### src/rtl/muxf7_rr_sched.sv
// Round-robin scheduler for a shared 2:1 wide mux with valid/ready inputs,
// per-grant burst limit and one registered output stage (O with local copy LO).
module muxf7_rr_sched #(
  parameter int unsigned WIDTH     = 8,
  parameter int unsigned MAX_BURST = 4
) (
  input  logic             C,
  input  logic             CLR,
  input  logic             CE,
  input  logic             REQ0,
  input  logic [WIDTH-1:0] D0,
  output logic             ACK0,
  input  logic             REQ1,
  input  logic [WIDTH-1:0] D1,
  output logic             ACK1,
  output logic             S,
  output logic [WIDTH-1:0] O,
  output logic [WIDTH-1:0] LO,
  output logic             OV,
  input  logic             ORDY,
  output logic             BUSY
);

  localparam int unsigned CNT_W = 4;
  localparam logic [CNT_W-1:0] CNT_LAST = CNT_W'(MAX_BURST - 1);

  typedef enum logic [1:0] {
    IDLE = 2'd0,
    GNT0 = 2'd1,
    GNT1 = 2'd2
  } state_e;

  state_e             state_q, state_d;
  logic [CNT_W-1:0]   cnt_q, cnt_d;
  logic               last_q, last_d;
  logic [WIDTH-1:0]   o_q, o_d;
  logic [WIDTH-1:0]   lo_q, lo_d;
  logic               ov_q, ov_d;
  logic               s_q, s_d;
  logic               busy_q, busy_d;

  logic               ack0_c, ack1_c;
  logic               xfer0_c, xfer1_c;
  logic               drain_c;

  // Handshake decode; ready only toward the granted side and only when O can accept.
  assign ack0_c  = CE & (state_q == GNT0) & (~ov_q | ORDY);
  assign ack1_c  = CE & (state_q == GNT1) & (~ov_q | ORDY);
  assign xfer0_c = REQ0 & ack0_c;
  assign xfer1_c = REQ1 & ack1_c;
  assign drain_c = CE & ov_q & ORDY;

  // Next-state, burst counter and output stage update.
  always_comb begin
    state_d = state_q;
    cnt_d   = cnt_q;
    last_d  = last_q;
    o_d     = o_q;
    lo_d    = lo_q;
    ov_d    = ov_q;

    if (CE) begin
      if (xfer0_c) begin
        o_d  = D0;
        lo_d = D0;
        ov_d = 1'b1;
      end else if (xfer1_c) begin
        o_d  = D1;
        lo_d = D1;
        ov_d = 1'b1;
      end else if (drain_c) begin
        ov_d = 1'b0;
      end

      unique case (state_q)
        IDLE: begin
          if (REQ0 && REQ1) begin
            state_d = last_q ? GNT0 : GNT1;
          end else if (REQ0) begin
            state_d = GNT0;
          end else if (REQ1) begin
            state_d = GNT1;
          end
        end
        GNT0: begin
          if ((xfer0_c && (cnt_q == CNT_LAST)) || !REQ0) begin
            last_d  = 1'b0;
            cnt_d   = '0;
            state_d = REQ1 ? GNT1 : (REQ0 ? GNT0 : IDLE);
          end else if (xfer0_c) begin
            cnt_d = cnt_q + CNT_W'(1);
          end
        end
        GNT1: begin
          if ((xfer1_c && (cnt_q == CNT_LAST)) || !REQ1) begin
            last_d  = 1'b1;
            cnt_d   = '0;
            state_d = REQ0 ? GNT0 : (REQ1 ? GNT1 : IDLE);
          end else if (xfer1_c) begin
            cnt_d = cnt_q + CNT_W'(1);
          end
        end
        default: begin
          state_d = IDLE;
          cnt_d   = '0;
        end
      endcase
    end

    s_d    = (state_d == GNT1);
    busy_d = (state_d != IDLE);
  end

  // State and datapath registers; CE=0 holds everything because *_d defaults to *_q.
  always_ff @(posedge C or posedge CLR) begin
    if (CLR) begin
      state_q <= IDLE;
      cnt_q   <= '0;
      last_q  <= 1'b1;
      o_q     <= '0;
      lo_q    <= '0;
      ov_q    <= 1'b0;
      s_q     <= 1'b0;
      busy_q  <= 1'b0;
    end else begin
      state_q <= state_d;
      cnt_q   <= cnt_d;
      last_q  <= last_d;
      o_q     <= o_d;
      lo_q    <= lo_d;
      ov_q    <= ov_d;
      s_q     <= s_d;
      busy_q  <= busy_d;
    end
  end

  assign ACK0 = ack0_c;
  assign ACK1 = ack1_c;
  assign S    = s_q;
  assign BUSY = busy_q;
  assign O    = o_q;
  assign LO   = lo_q;
  assign OV   = ov_q;

endmodule

### config.mk
export PLATFORM = sky130hd
export DESIGN_NAME = muxf7_rr_sched
export DESIGN_NICKNAME = d
export VERILOG_FILES = /design/src/rtl/muxf7_rr_sched.sv
export SDC_FILE = /design/constraint.sdc
export NUM_CORES = 1
export LEC_CHECK = 0
export ABC_AREA = 1
export CORE_UTILIZATION = 40
export CTS_CLUSTER_DIAMETER = 40
export CTS_CLUSTER_SIZE = 10
export DETAILED_ROUTE_END_ITERATION = 7
export GPL_TIMING_DRIVEN = 0
export PLACE_DENSITY = 0.86
export SYNTH_ARGS = -nofsm -noshare
export SYNTH_HDL_FRONTEND = slang
export SYNTH_SLANG_ARGS = --single-unit
### constraint.sdc
create_clock -name C -period 1.65 [get_ports C]
set_clock_uncertainty 0.2 [all_clocks]
set_input_delay 0.4125 -clock C [delete_from_list [all_inputs] [get_ports C]]
set_output_delay 0.4125 -clock C [all_outputs]
set_load 0.01 [all_outputs]
Word level (Yosys, flattened, before mapping):

Cells that the tools add are included.

* flip-flop bits (word level): 18
* word-level logic and storage cells: 68
* output and inout bits: 21
* input port bits: 22

* multiplexer cells: 25
* add/subtract/negate cells: 1
* reductions and logical operators: 16
* eq/ne operators: 8
* bitwise operators: 11

Operators with widths (number)
* 2-bit 2-to-1 mux: 10
* 4-bit 2-to-1 mux: 4
* 8-bit 2-to-1 mux: 2
* 4-bit one-hot mux with 3 select lines: 1
* 1-bit AND: 8
* 4-bit AND reduction: 2
* 1-bit 2-to-1 mux: 6
* 3-bit by 2-bit inequality test with 1-bit output (second input constant): 2
* 2-bit one-hot mux with 3 select lines: 1
* 2-bit nonzero test: 3
* 4-bit by 1-bit adder with 4-bit output (second input constant): 1
* 2-bit == test (second input constant): 2
* 4-bit by 2-bit == test with 1-bit output (second input constant): 1
* 2-bit by 1-bit inequality test with 1-bit output (second input constant): 2
* 2-bit AND reduction: 2
* 1-bit logical AND: 3
* 3-bit nonzero test: 1
* 2-bit by 1-bit == test with 1-bit output (second input constant): 1
* 1-bit logical NOT: 2
* 2-bit logical NOT: 1
* 1-bit logical OR: 2
* 1-bit inverter: 2
* 1-bit one-hot mux with 2 select lines: 1
* 1-bit bitwise OR: 1

Depth between registers and ports, before layout:

Gate-level depths: netlist of the first run.

* word-level depth: 10
* gate-level depth with buffers: 12
* depth with buffers taken out: 12

Least setup slack after synthesis of the first run:

No wires, ideal clock.

* path kind: register to register
* from: register state_q[0]
* to: register busy_q, in the netlist BUSY
* clock period less this slack: 1.816 ns
* data arrival time: 1.495 ns
* buffers on the path: 0
* slack: -0.166 ns
* setup time: 0.121 ns
* required time: 1.329 ns
* cell stages (with the launch flop): 12
* cells stage by stage: dfrtp_1 -> inv_1 -> ha_1 -> nand2_1 -> a21oi_4 -> nand2_2 -> nand2_2 -> nand2_1 -> nand3_1 -> nand3_2 -> a21oi_1 -> nand2_1

* cells in the longest elaborated chain, start to end: 10
* elaborated cells between the ends (all ways): 21
* those cells by class: 2 x eq/ne; 7 x mux; 6 x bitwise; 6 x reduce/logical

RTL lines
* start: declaration: RTL line 33 `state_e state_q, state_d;`
* start signal: assignment: RTL line 126 `state_q <= state_d;`
* 2-bit == test: RTL line 48 `assign ack1_c = CE & (state_q == GNT1) & (~ov_q | ORDY);`
* 1-bit AND (2 in series): RTL line 48
* named net ACK1: RTL line 15 `output logic ACK1,`
* 1-bit AND: RTL line 50 `assign xfer1_c = REQ1 & ack1_c;`
* 1-bit logical AND: RTL line 95 `if ((xfer1_c && (cnt_q == CNT_LAST)) || !REQ1) begin`
* 1-bit logical OR: RTL line 95
* 2-bit 2-to-1 mux: RTL line 95
* 2-bit one-hot mux with 3 select lines: RTL line 75 `unique case (state_q)`
* 2-bit 2-to-1 mux: RTL line 62 `if (CE) begin`
* 2-bit nonzero test: RTL line 111 `busy_d = (state_d != IDLE);`
* named net busy_d: RTL line 40 `logic busy_q, busy_d;`
* end signal: assignment: RTL line 133 `busy_q <= busy_d;`
* end: declaration: RTL line 40

The timed path passes the listed nets, and every way through them passes these cells.
A chain may end at the register's enable or synchronous reset.

Worst setup path after layout of the first run:

* from: register state_q[0]
* to: output ACK0

* cells in the longest elaborated chain, start to end: 3

RTL lines
* 2-bit by 1-bit == test with 1-bit output: RTL line 47 `assign ack0_c = CE & (state_q == GNT0) & (~ov_q | ORDY);`
* 1-bit AND (2 in series): RTL line 47
* end: declaration: RTL line 12 `output logic ACK0,`

No other way between the ends.

==> summary.md, run 1 <==
| Metric | Value |
|---|---|
| Fill count | roughly 150 |
| Capturing point of the worst reg2reg path | BUSY$_DFF_PP0_ |
| Mapped Nets | roughly 180 |
| Number of enable flip-flop cells after synthesis | 0 |
| # IOs | 43 |
| CTS H-tree depth | 1 |
| Mapped cell area | 0.00118 mm2 |
| Seq/Total Area, Yosys | a little under two fifths |
| Main synth FF type | dfrtp_1 |
| Total chip power | between 3 and 4 mW |
| Post-route ant nets | 0 |
| WP buf/inv | 3 |
| Clk root buf | clkbuf_4 |
| Wire per inst | 18.3 um |
| Critical path fanouts, max | 2 |
| Area grow syn2layout | 80.1% |
| Crit path capture type | output port |
| Worst setup SP type | flop |
| Clock transition at the registers of the reported paths | 120 ps |
| Yosys top cell by area | dfrtp_1 |
| First-pass GRT wire length | between 5000 and 6000 um |
| Mean Syn Cell Area | a little under 8 um2 |
| Setup slack, reg-to-reg | -380 ps |
| Hold endpoint | OV$_DFFE_PP0P_ |
| Final slew viol count | 0 |
| Place WS | -988 ps |
| Die area | about 0.0032 mm2 |
| Max Clk Rate | around 0.48 GHz |
| Fin Setup TNS | -5520 ps |
| Combinational power share | between 60% and 70% |
| Total CTS buffers | 3 |
| Sequential share of power | a little under a quarter |
| CTS max path bufs | 2 |
| RSZ-0062 raised after global routing | yes |
| WHS Path Cells | 3 |
| Worst r2r src | state_q[0]$_DFF_PP0_ |
| Initial antenna violation count | 0 |
| Max_slew headroom | between 50% and 60% |
| Worst-skew pair later-pin latency | around 310 ps |
| Clk sinks | 18 |
| Slowest stage delay, CP | ~420 ps |
| Flops & latches, synth | 18 |
| Top post-synthesis cells by area | dfrtp_1 36%, nand2_1 9.5%, nand3_1 8.4%, buf_4 6.3%, nor2_1 5.7% |
| Worst-margin pin slew | 738 ps |
| WP data arrival | approximately 1500 ps |
| # setup viols final | 22 |
| Critical-path cell list | buf_6 -> ha_4 -> nand2_4 -> a21oi_4 -> buf_6 -> buf_6 |
| Violation count after the first detailed-route iteration | about 100 |
| Min Tclk post-route | 2090 ps |
| Die span in y | approximately 56 um |
| Dpl hpwl | 2120 um |
| MaxCap Viol Count | 0 |
| IO Port Bufs | 40 |
| Routed wire length | ~4600 um |
| Yosys cell types | 25 |
| Iteration count of the initial detailed-routing pass | 4 |
| GP Congestion | slightly below 0.8 |
| Worst Setup SP | state_q[0]$_DFF_PP0_ |
| Crit Path Class | reg -> out |
| Most frequent cell after synthesis | nand2_1 |
| Setup WS post-layout | -444 ps |
| Hold-fix buffers, CTS | 0 |
| Delay-heaviest family, CP | flip-flops |
| Area of the core | 0.00278 mm2 |
| Run status | finished with violations |
| Synth async-reset ratio | between 90% and 100% |
| Beginning of the worst hold path | REQ0 |
| Final design utilization | between 70% and 80% |
| Leakage | ~1.0 nW |
| Overflow after GRT | 0 |
| Cell repeated most along the worst path | buf_6 |
| Fin. Hold Viols | 0 |
| CP max stage cell | dfrtp_1 |
| R2R depth | 12 |
| WHS | 198 ps |
| CP required | around 1000 ps |
| Net switching fraction of the power | 40.4% |
| Failing checks | negative setup slack |
| Vias in the first global route | ~1300 |
| Share of layout cells above drive strength 1 | 43.7% |
| Initial Util | between 40% and 50% |
| DRC | 0 |
| Mapped Cells | 150 |
| Hold Crit Class | in -> reg |
| Via count | 1431 |
| Yosys top cell area share | 35.9% |
| # rows | 19 |
| Vias per std cell | approximately 5.7 |
| Clock network power share | around 8.9% |
| Sw power | about 1.4 mW |
| TritonCTS clock tree | yes |
| Post-synth top cells | 30 x nand2_1, 20 x nand3_1, 18 x nor2_1, 17 x dfrtp_1, 15 x inv_1 |
| Worst IR Drop VDD | roughly 1400 uV |
| Width of the die | 56.4 um |
| Antenna diodes | 0 |
| Cell Pwr Density | about 1600 mW/mm2 |
| Largest net degree at the start of global routing | 19 |
| Fin nets | between 200 and 300 |
| Overall routing resource usage | between 20% and 30% |
| Ys Warns | 0 |
| Part of the cycle the worst path needs | 127% |
| Internal power | about 2.0 mW |
sequential cells by signal (all words and copies together), names as in the netlist:
signal   count
cnt_q        4
S            1
OV           1
LO           8
BUSY         1
last_q       1
state_q      2
logic make-up after synthesis:
kind of cell	count (synthesis)	share of synthesized area, %
AND/OR/NAND/NOR	74	27.9
buffers and inverters	28	13.3
AO/OA/AOI/OAI	22	13.1
flip-flops	18	38.1
adder cells (fa/ha/maj)	5	5.28
XOR/XNOR	2	1.48
multiplexers	1	0.845
cells in the final DEF, fill, tap and decap left out, drive strengths merged:
cell	synthesis	routed
ha	5	5
clkdlybuf4s50	0	18
clkbuf	1	6
dfrtp	17	17
nor2	18	18
xor2	1	1
o21ai	4	4
xnor2	1	1
mux2i	1	1
o22ai	3	3
dlygate4sd2	0	8
nand3	22	22
clkdlybuf4s15	0	3
o21a	1	1
o211ai	1	1
a21oi	5	5
nand2	34	34
buf	12	50
dfstp	1	1
a31oi	8	8
inv	15	15
repair_timing:
action,4_1_cts,5_1_grt
resized for setup,92,36
buffers inserted,22,11
setup endpoints to repair,38,30
cloned,0,1
pin swaps,6,14
stage by stage:
stage                     cells  cell area (um2)
after global routing        253             2130
after CTS                   246             1980
after floorplan             150             1230
after global placement      221             1670
final                       253             2130
after detailed placement    221             1670
area by class of cell:
type / count / area [um2] / area share, %
Multi-Input combinational cell: 104 / 769 / 36.0
Timing Repair Buffer: 73 / 702 / 32.9
Sequential cell: 18 / 453 / 21.2
Buffer: 8 / 78.8 / 3.69
Inverter: 15 / 56.3 / 2.64
Tap cell: 31 / 38.8 / 1.82
Clock buffer: 4 / 36.3 / 1.70
power by group through the flow:
stage / sequential, mW / combinational [mW] / clock, mW
2_1_floorplan: 0.829 / 0.792 / 0
3_3_place_gp: 0.769 / 1.45 / 0
3_5_place_dp: 0.780 / 1.48 / 0
4_1_cts: 0.742 / 1.94 / 0.287
5_1_grt: 0.786 / 2.39 / 0.313
6_report: 0.769 / 2.27 / 0.297
worst max path at each step:
stage,slack [ps],depth (start not counted),end
2_1_floorplan,-80,11,BUSY$_DFF_PP0_
3_3_place_gp,-990,5,ACK0
3_5_place_dp,-990,5,ACK0
4_1_cts,-300,6,ACK0
5_1_grt,-490,6,ACK0
6_report,-440,6,ACK0
layer usage:
metal / vias up / wire (um) / track usage [%] / part of all wire (%)
met3: 20 / 374 / 4.38 / 8.1
met4: 0 / 164 / 9.06 / 3.5
met2: 101 / 2400 / 37.5 / 52
met1: 682 / 1700 / 31.0 / 37
met5: - / 0 / 0 / 0
li1: 628 / - / - / -
worst reg2reg max path, cell delays in order, from the launching register on:
cell and delay, ps:
dfrtp_1 420, buf_6 130, ha_4 150, nand2_4 60, a21oi_4 170, buf_6 140, nand2_4 60, nand2_4 70
nand2_2 60, nand2_2 80, nand3_2 100, a21oi_4 190, nand2_1 90
(Power assumes the default switching activity.)
==> run 2: changes to the inputs <==
==> constraint.sdc (replaced) <==
create_clock -name C -period 1.65 [get_ports C]
set_clock_uncertainty 0.2 [all_clocks]
set_input_delay 0.4125 -clock C [delete_from_list [all_inputs] [get_ports C]]
set_output_delay 0.4125 -clock C [all_outputs]
set_load 0.02 [all_outputs]
==> run 2 against run 1 <==
  * Largest power group unchanged
  * Final cell count grew 2.0%
  * Critical endpoint unchanged
  * First-iteration DRC count shrank 11%
  * Sequential cell count is the same
  * Total power grew 8.5%
  * Die area is the same
  * Fmax grew 1.4%
  * Combinational power grew 15%
  * Hold slack gained 65 ps
  * Sequential power is essentially flat
  * Cell area grew 5.5%
  * Setup slack gained 30 ps
  * The run still ends with negative setup slack left
  * Non-clock buffer count grew 5
==> summary.md, run 2 (synthesized netlist as in run 1, its figures left out) <==
| Metric | Value |
|---|---|
| Worst-skew pair later-pin latency | around 320 ps |
| Fin. Hold Viols | 0 |
| Combinational power share | between 70% and 80% |
| Clk sinks | 18 |
| Fin Setup TNS | -5460 ps |
| Vias per std cell | roughly 5.5 |
| WHS | around 260 ps |
| Beginning of the worst hold path | REQ1 |
| Max Clk Rate | 0.484 GHz |
| Fill count | roughly 140 |
| Worst IR Drop VDD | between 1500 and 2000 uV |
| Via count | around 1400 |
| Worst-margin pin slew | roughly 720 ps |
| Share of layout cells above drive strength 1 | slightly below 50% |
| Sw power | around 1.6 mW |
| Dpl hpwl | 2010 um |
| Initial antenna violation count | 0 |
| Hold Crit Class | in -> reg |
| Clock network power share | roughly 7% |
| First-pass GRT wire length | 6310 um |
| Most frequent cells in the layout | 31 x buf_6, 21 x nand2_1, 20 x buf_4 |
| Delay-heaviest family, CP | flip-flops |
| Area grow syn2layout | 90.0% |
| Overflow after GRT | 0 |
| CP max stage cell | dfrtp_1 |
| WP data arrival | 1450 ps |
| Register area | between 400 and 500 um2 |
| GP Congestion | between 0.8 and 0.9 |
| RSZ-0062 raised after global routing | yes |
| Capturing point of the worst reg2reg path | last_q$_DFFE_PP1P_ |
| Net switching fraction of the power | 43.8% |
| Antenna diodes | 0 |
| Final instance area | 0.00225 mm2 |
| Largest net degree at the start of global routing | 19 |
| MaxCap Viol Count | 0 |
| Worst setup SP type | flop |
| Total chip power | roughly 3.6 mW |
| Setup slack, reg-to-reg | -380 ps |
| TritonCTS clock tree | yes |
| Fin nets | roughly 260 |
| CTS H-tree depth | 1 |
| Place WS | -1090 ps |
| Wire per inst | ~18 um |
| Leakage | 1.06 nW |
| Clk root buf | clkbuf_4 |
| Cell repeated most along the worst path | buf_6 |
| Run status | finished with violations |
| WP buf/inv | 3 |
| Iteration count of the initial detailed-routing pass | 4 |
| # IOs | 43 |
| IO Port Bufs | 40 |
| Post-DP Area | 0.00165 mm2 |
| Crit path capture type | output port |
| Slowest stage delay, CP | just over 400 ps |
| Post-route ant nets | 0 |
| Die area | between 0.003 and 0.004 mm2 |
| Vias in the first global route | about 1300 |
| Hold endpoint | OV$_DFFE_PP0P_ |
| Clock transition at the registers of the reported paths | around 120 ps |
| Max_slew headroom | 52.1% |
| DRC | 0 |
| Overall routing resource usage | 26.0% |
| Crit Path Class | reg -> out |
| Internal power | 2.04 mW |
| Routed wire length | 4660 um |
| Die span in y | about 56 um |
| Worst r2r src | state_q[0]$_DFF_PP0_ |
| # setup viols final | 22 |
| Critical-path cell list | inv_2 -> ha_4 -> nand2_4 -> a21oi_4 -> buf_6 -> buf_6 |
| WHS Path Cells | 3 |
| Min Tclk post-route | slightly above 2000 ps |
| Violation count after the first detailed-route iteration | 90 |
| CTS max path bufs | 2 |
| Part of the cycle the worst path needs | 125% |
| Sequential share of power | between 20% and 30% |
| Setup WS post-layout | -414 ps |
| Largest register FFs | 8 |
| Initial Util | 42.6% |
| Cell Pwr Density | around 1600 mW/mm2 |
| # rows | 19 |
| Area of the core | about 0.0028 mm2 |
| R2R depth | 12 |
| Failing checks | negative setup slack |
| Multi-input gate area | 820 um2 |
| Width of the die | around 56 um |
| Final slew viol count | 0 |
| CP required | approximately 1000 ps |
| Critical path fanouts, max | 3 |
| Total CTS buffers | 3 |
| Commonest non-fill, non-tap cell in the layout | buf_6 |
-- run 2: changes by cell type in the layout (fill, tap and decap cells not counted), moves of 3 or more --
cell | before | now
nand3_1 | 18 | 15
buf_12 | 0 | 3
nand3_2 | 3 | 6
dlygate4sd2_1 | 8 | 4
-- run 2: repair_timing --
item	CTS	global route
setup buffers	23	16
gates cloned	1	0
gates resized for setup	122	43
endpoints found under the setup margin	38	36
pin swaps	13	13
hold buffers	0	0
-- run 2: through the flow --
stage,util (%),cells
4_1_cts,74.1,249
3_5_place_dp,59.2,221
3_3_place_gp,59.2,221
2_1_floorplan,-,150
6_report,80.9,258
5_1_grt,80.9,258
-- run 2: final cells by class --
type	instances	area share (%)
Tap cell	31	1.72
Buffer	8	3.50
Inverter	15	2.61
Clock buffer	4	1.17
Timing Repair Buffer	78	34.4
Multi-Input combinational cell	104	36.4
Sequential cell	18	20.2
-- run 2: per-layer routing --
metal	global-route usage, %	share of wire, %
met1	28.9	39
met2	49.2	51
met3	4.15	6.2
met4	9.06	3.2
met5	0	0
-- run 2: power groups by stage --
stage / logic (mW) / clock network, mW / registers (mW)
CTS: 2.23 / 0.244 / 0.746
finish: 2.60 / 0.254 / 0.771
global placement: 1.62 / 0 / 0.759
global route: 2.74 / 0.269 / 0.788
detailed placement: 1.64 / 0 / 0.767
floorplan: 0.862 / 0 / 0.919
-- run 2: worst max path at each step --
stage,start,end,slack (ps),cells after the start
floorplan,state_q[1]$_DFF_PP0_,BUSY$_DFF_PP0_,-130,11
CTS,state_q[1]$_DFF_PP0_,ACK0,-320,6
finish,state_q[1]$_DFF_PP0_,ACK0,-410,6
global route,state_q[0]$_DFF_PP0_,last_q$_DFFE_PP1P_,-480,12
global placement,CE,ACK0,-1080,5
detailed placement,CE,ACK0,-1090,5
-- run 2: worst reg2reg max path, cell delays in order, from the launching register on --
cell     delay (ps)
dfrtp_2         470
inv_4            80
ha_4            150
nand2_4          60
a21oi_4         160
buf_6           140
nand2_4          70
nand2_4         110
buf_12          100
o21ai_4          60
nor2_1          140
nand2_1         100
o21ai_1         130
==> run 3: changes to the inputs <==
--- a/config.mk
+++ b/config.mk
@@ -7,10 +7,10 @@
 export LEC_CHECK = 0
 export ABC_AREA = 1
 export CORE_UTILIZATION = 40
+export CTS_BUF_LIST = sky130_fd_sc_hd__clkbuf_4
 export CTS_CLUSTER_DIAMETER = 40
 export CTS_CLUSTER_SIZE = 10
 export DETAILED_ROUTE_END_ITERATION = 7
-export GPL_TIMING_DRIVEN = 0
 export PLACE_DENSITY = 0.86
 export SYNTH_ARGS = -nofsm -noshare
 export SYNTH_HDL_FRONTEND = slang
==> run 3 against run 2 <==
  * The run still ends with negative setup slack left
  * Non-clock buffer count down 8
  * Routed wire length down 6.8%
  * Highest routed layer unchanged
  * Fmax increased by 0.74%
==> summary.md, run 3 (synthesized netlist as in run 1, its figures left out) <==
| Metric | Value |
|---|---|
| # IOs | 43 |
| Wire per inst | between 15 and 20 um |
| Place WS | -766 ps |
| Worst r2r src | state_q[0]$_DFF_PP0_ |
| Initial antenna violation count | 0 |
| Critical-path cell list | inv_2 -> ha_4 -> nand2_4 -> a21oi_4 -> buf_6 |
| Slowest stage delay, CP | 470 ps |
| Antenna diodes | 0 |
| Clock transition at the registers of the reported paths | between 100 and 150 ps |
| Fill count | approximately 170 |
| Min Tclk post-route | roughly 2000 ps |
| IO Port Bufs | between 40 and 50 |
| Failing checks | negative setup slack |
| Crit path capture type | output port |
| Share of layout cells above drive strength 1 | approximately half |
| Post-Place Cells | approximately 230 |
| CP max stage cell | dfrtp_1 |
| Max Clk Rate | between 0.4 and 0.5 GHz |
| Overflow after GRT | 0 |
| TritonCTS clock tree | yes |
| Non-Filler Instances | roughly 250 |
| Setup WS post-layout | -399 ps |
| WP data arrival | about 1400 ps |
| Vias in the first global route | between 1000 and 1500 |
| Cell Pwr Density | 1460 mW/mm2 |
| Clk sinks | 18 |
| Setup crit end | ACK1 |
| Worst setup SP type | flop |
| Worst Setup SP | state_q[0]$_DFF_PP0_ |
| Part of the cycle the worst path needs | 124% |
| Fin. Hold Viols | 0 |
| Total CTS buffers | 3 |
| # rows | 19 |
| Crit Path Class | reg -> out |
| Fin Setup TNS | -5350 ps |
| RSZ-0062 raised after global routing | yes |
| Hold-fix buffers, CTS | 0 |
| WHS | approximately 220 ps |
| Largest register FFs | 8 |
| Clk root buf | clkbuf_4 |
| Post-DP Area | roughly 0.0017 mm2 |
| Leakage | ~0.98 nW |
| Total chip power | between 3 and 4 mW |
| Max_slew headroom | between 70% and 80% |
| CP required | around 1000 ps |
| Capturing point of the worst reg2reg path | S$_DFF_PP0_ |
| Run status | finished with violations |
| Worst-skew pair later-pin latency | approximately 300 ps |
| Width of the die | 56.4 um |
| Vias per std cell | between 5 and 6 |
| Die span in y | about 56 um |
| First-pass GRT wire length | 5790 um |
| Fin nets | between 200 and 250 |
| Via count | around 1400 |
| Violation count after the first detailed-route iteration | a little under 70 |
| Most frequent cells in the layout | 27 x buf_4, 20 x clkdlybuf4s50_1, 16 x dfrtp_1 |
| Area grow syn2layout | 77.3% |
| Iteration count of the initial detailed-routing pass | 4 |
| Setup slack, reg-to-reg | -400 ps |
| Final instance area | roughly 0.0021 mm2 |
| Post-route ant nets | 0 |
| DRC | 0 |
| Largest net degree at the start of global routing | 19 |
| Commonest non-fill, non-tap cell in the layout | buf_4 |
| # setup viols final | 21 |
| Dpl hpwl | 2330 um |
| Final slew viol count | 0 |
| Die area | between 0.003 and 0.004 mm2 |
| Area of the core | 0.00278 mm2 |
| GP Congestion | 0.822 |
| Critical path fanouts, max | 3 |
| Initial Util | 42.6% |
| Hold Crit Class | in -> async |
| R2R depth | 13 |
| Worst-margin pin slew | roughly 360 ps |
| CTS max path bufs | 2 |
| Final design utilization | between 70% and 80% |
| CTS H-tree depth | 1 |
| Overall routing resource usage | between 20% and 30% |
| MaxCap Viol Count | 0 |
| Routed wire length | ~4300 um |
| Worst IR Drop VDD | around 1300 uV |
run 3: worst max-delay path: cells and delay by family, from the launching register on:
family | cells | cell delay [ps]
flops | 1 | 470
fa+ha+maj | 1 | 160
simple gates | 1 | 70
compound gates | 1 | 170
buf+inv | 2 | 270
run 3: area by class of cell:
class                           count  area [um2]  area share (%)
Multi-Input combinational cell    105         842            40.1
Timing Repair Buffer               78         684            32.6
Clock buffer                        3        22.5            1.07
Tap cell                           31        38.8            1.85
Sequential cell                    18         453            21.6
Inverter                           15        56.3            2.68
Clock inverter                      1        3.75           0.179
run 3: worst min path at each step:
stage | start | endpoint | slack (ps) | depth (start not counted)
2_1_floorplan | CLR | BUSY$_DFF_PP0_ | 150 | 1
3_3_place_gp | last_q$_DFFE_PP1P_ | last_q$_DFFE_PP1P_ | 270 | 2
3_5_place_dp | last_q$_DFFE_PP1P_ | last_q$_DFFE_PP1P_ | 280 | 2
4_1_cts | CLR | LO[6]$_DFFE_PP0P_ | 220 | 3
5_1_grt | CLR | LO[6]$_DFFE_PP0P_ | 240 | 3
6_report | CLR | LO[6]$_DFFE_PP0P_ | 220 | 3
run 3: per-layer routing:
metal	up-vias	part of all wire, %	global-route usage [%]
li1	632	-	-
met1	660	39	26.1
met2	63	52	42.7
met3	14	5.0	3.46
met4	0	3.7	11.5
met5	-	0	0
run 3: timing repair:
item / in CTS / in global routing
hold endpoints to repair: 0 / 0
setup endpoints to repair: 39 / 38
gates cloned: 1 / 0
pin swaps: 7 / 20
setup buffers: 8 / 5
resized for setup: 58 / 69
run 3: power breakdown:
part	switching (mW)	total, mW	internal, mW
Clock	0.158	0.246	0.0882
Sequential	0.153	0.774	0.621
Combinational	1.12	2.04	0.920
Total	1.43	3.06	1.63
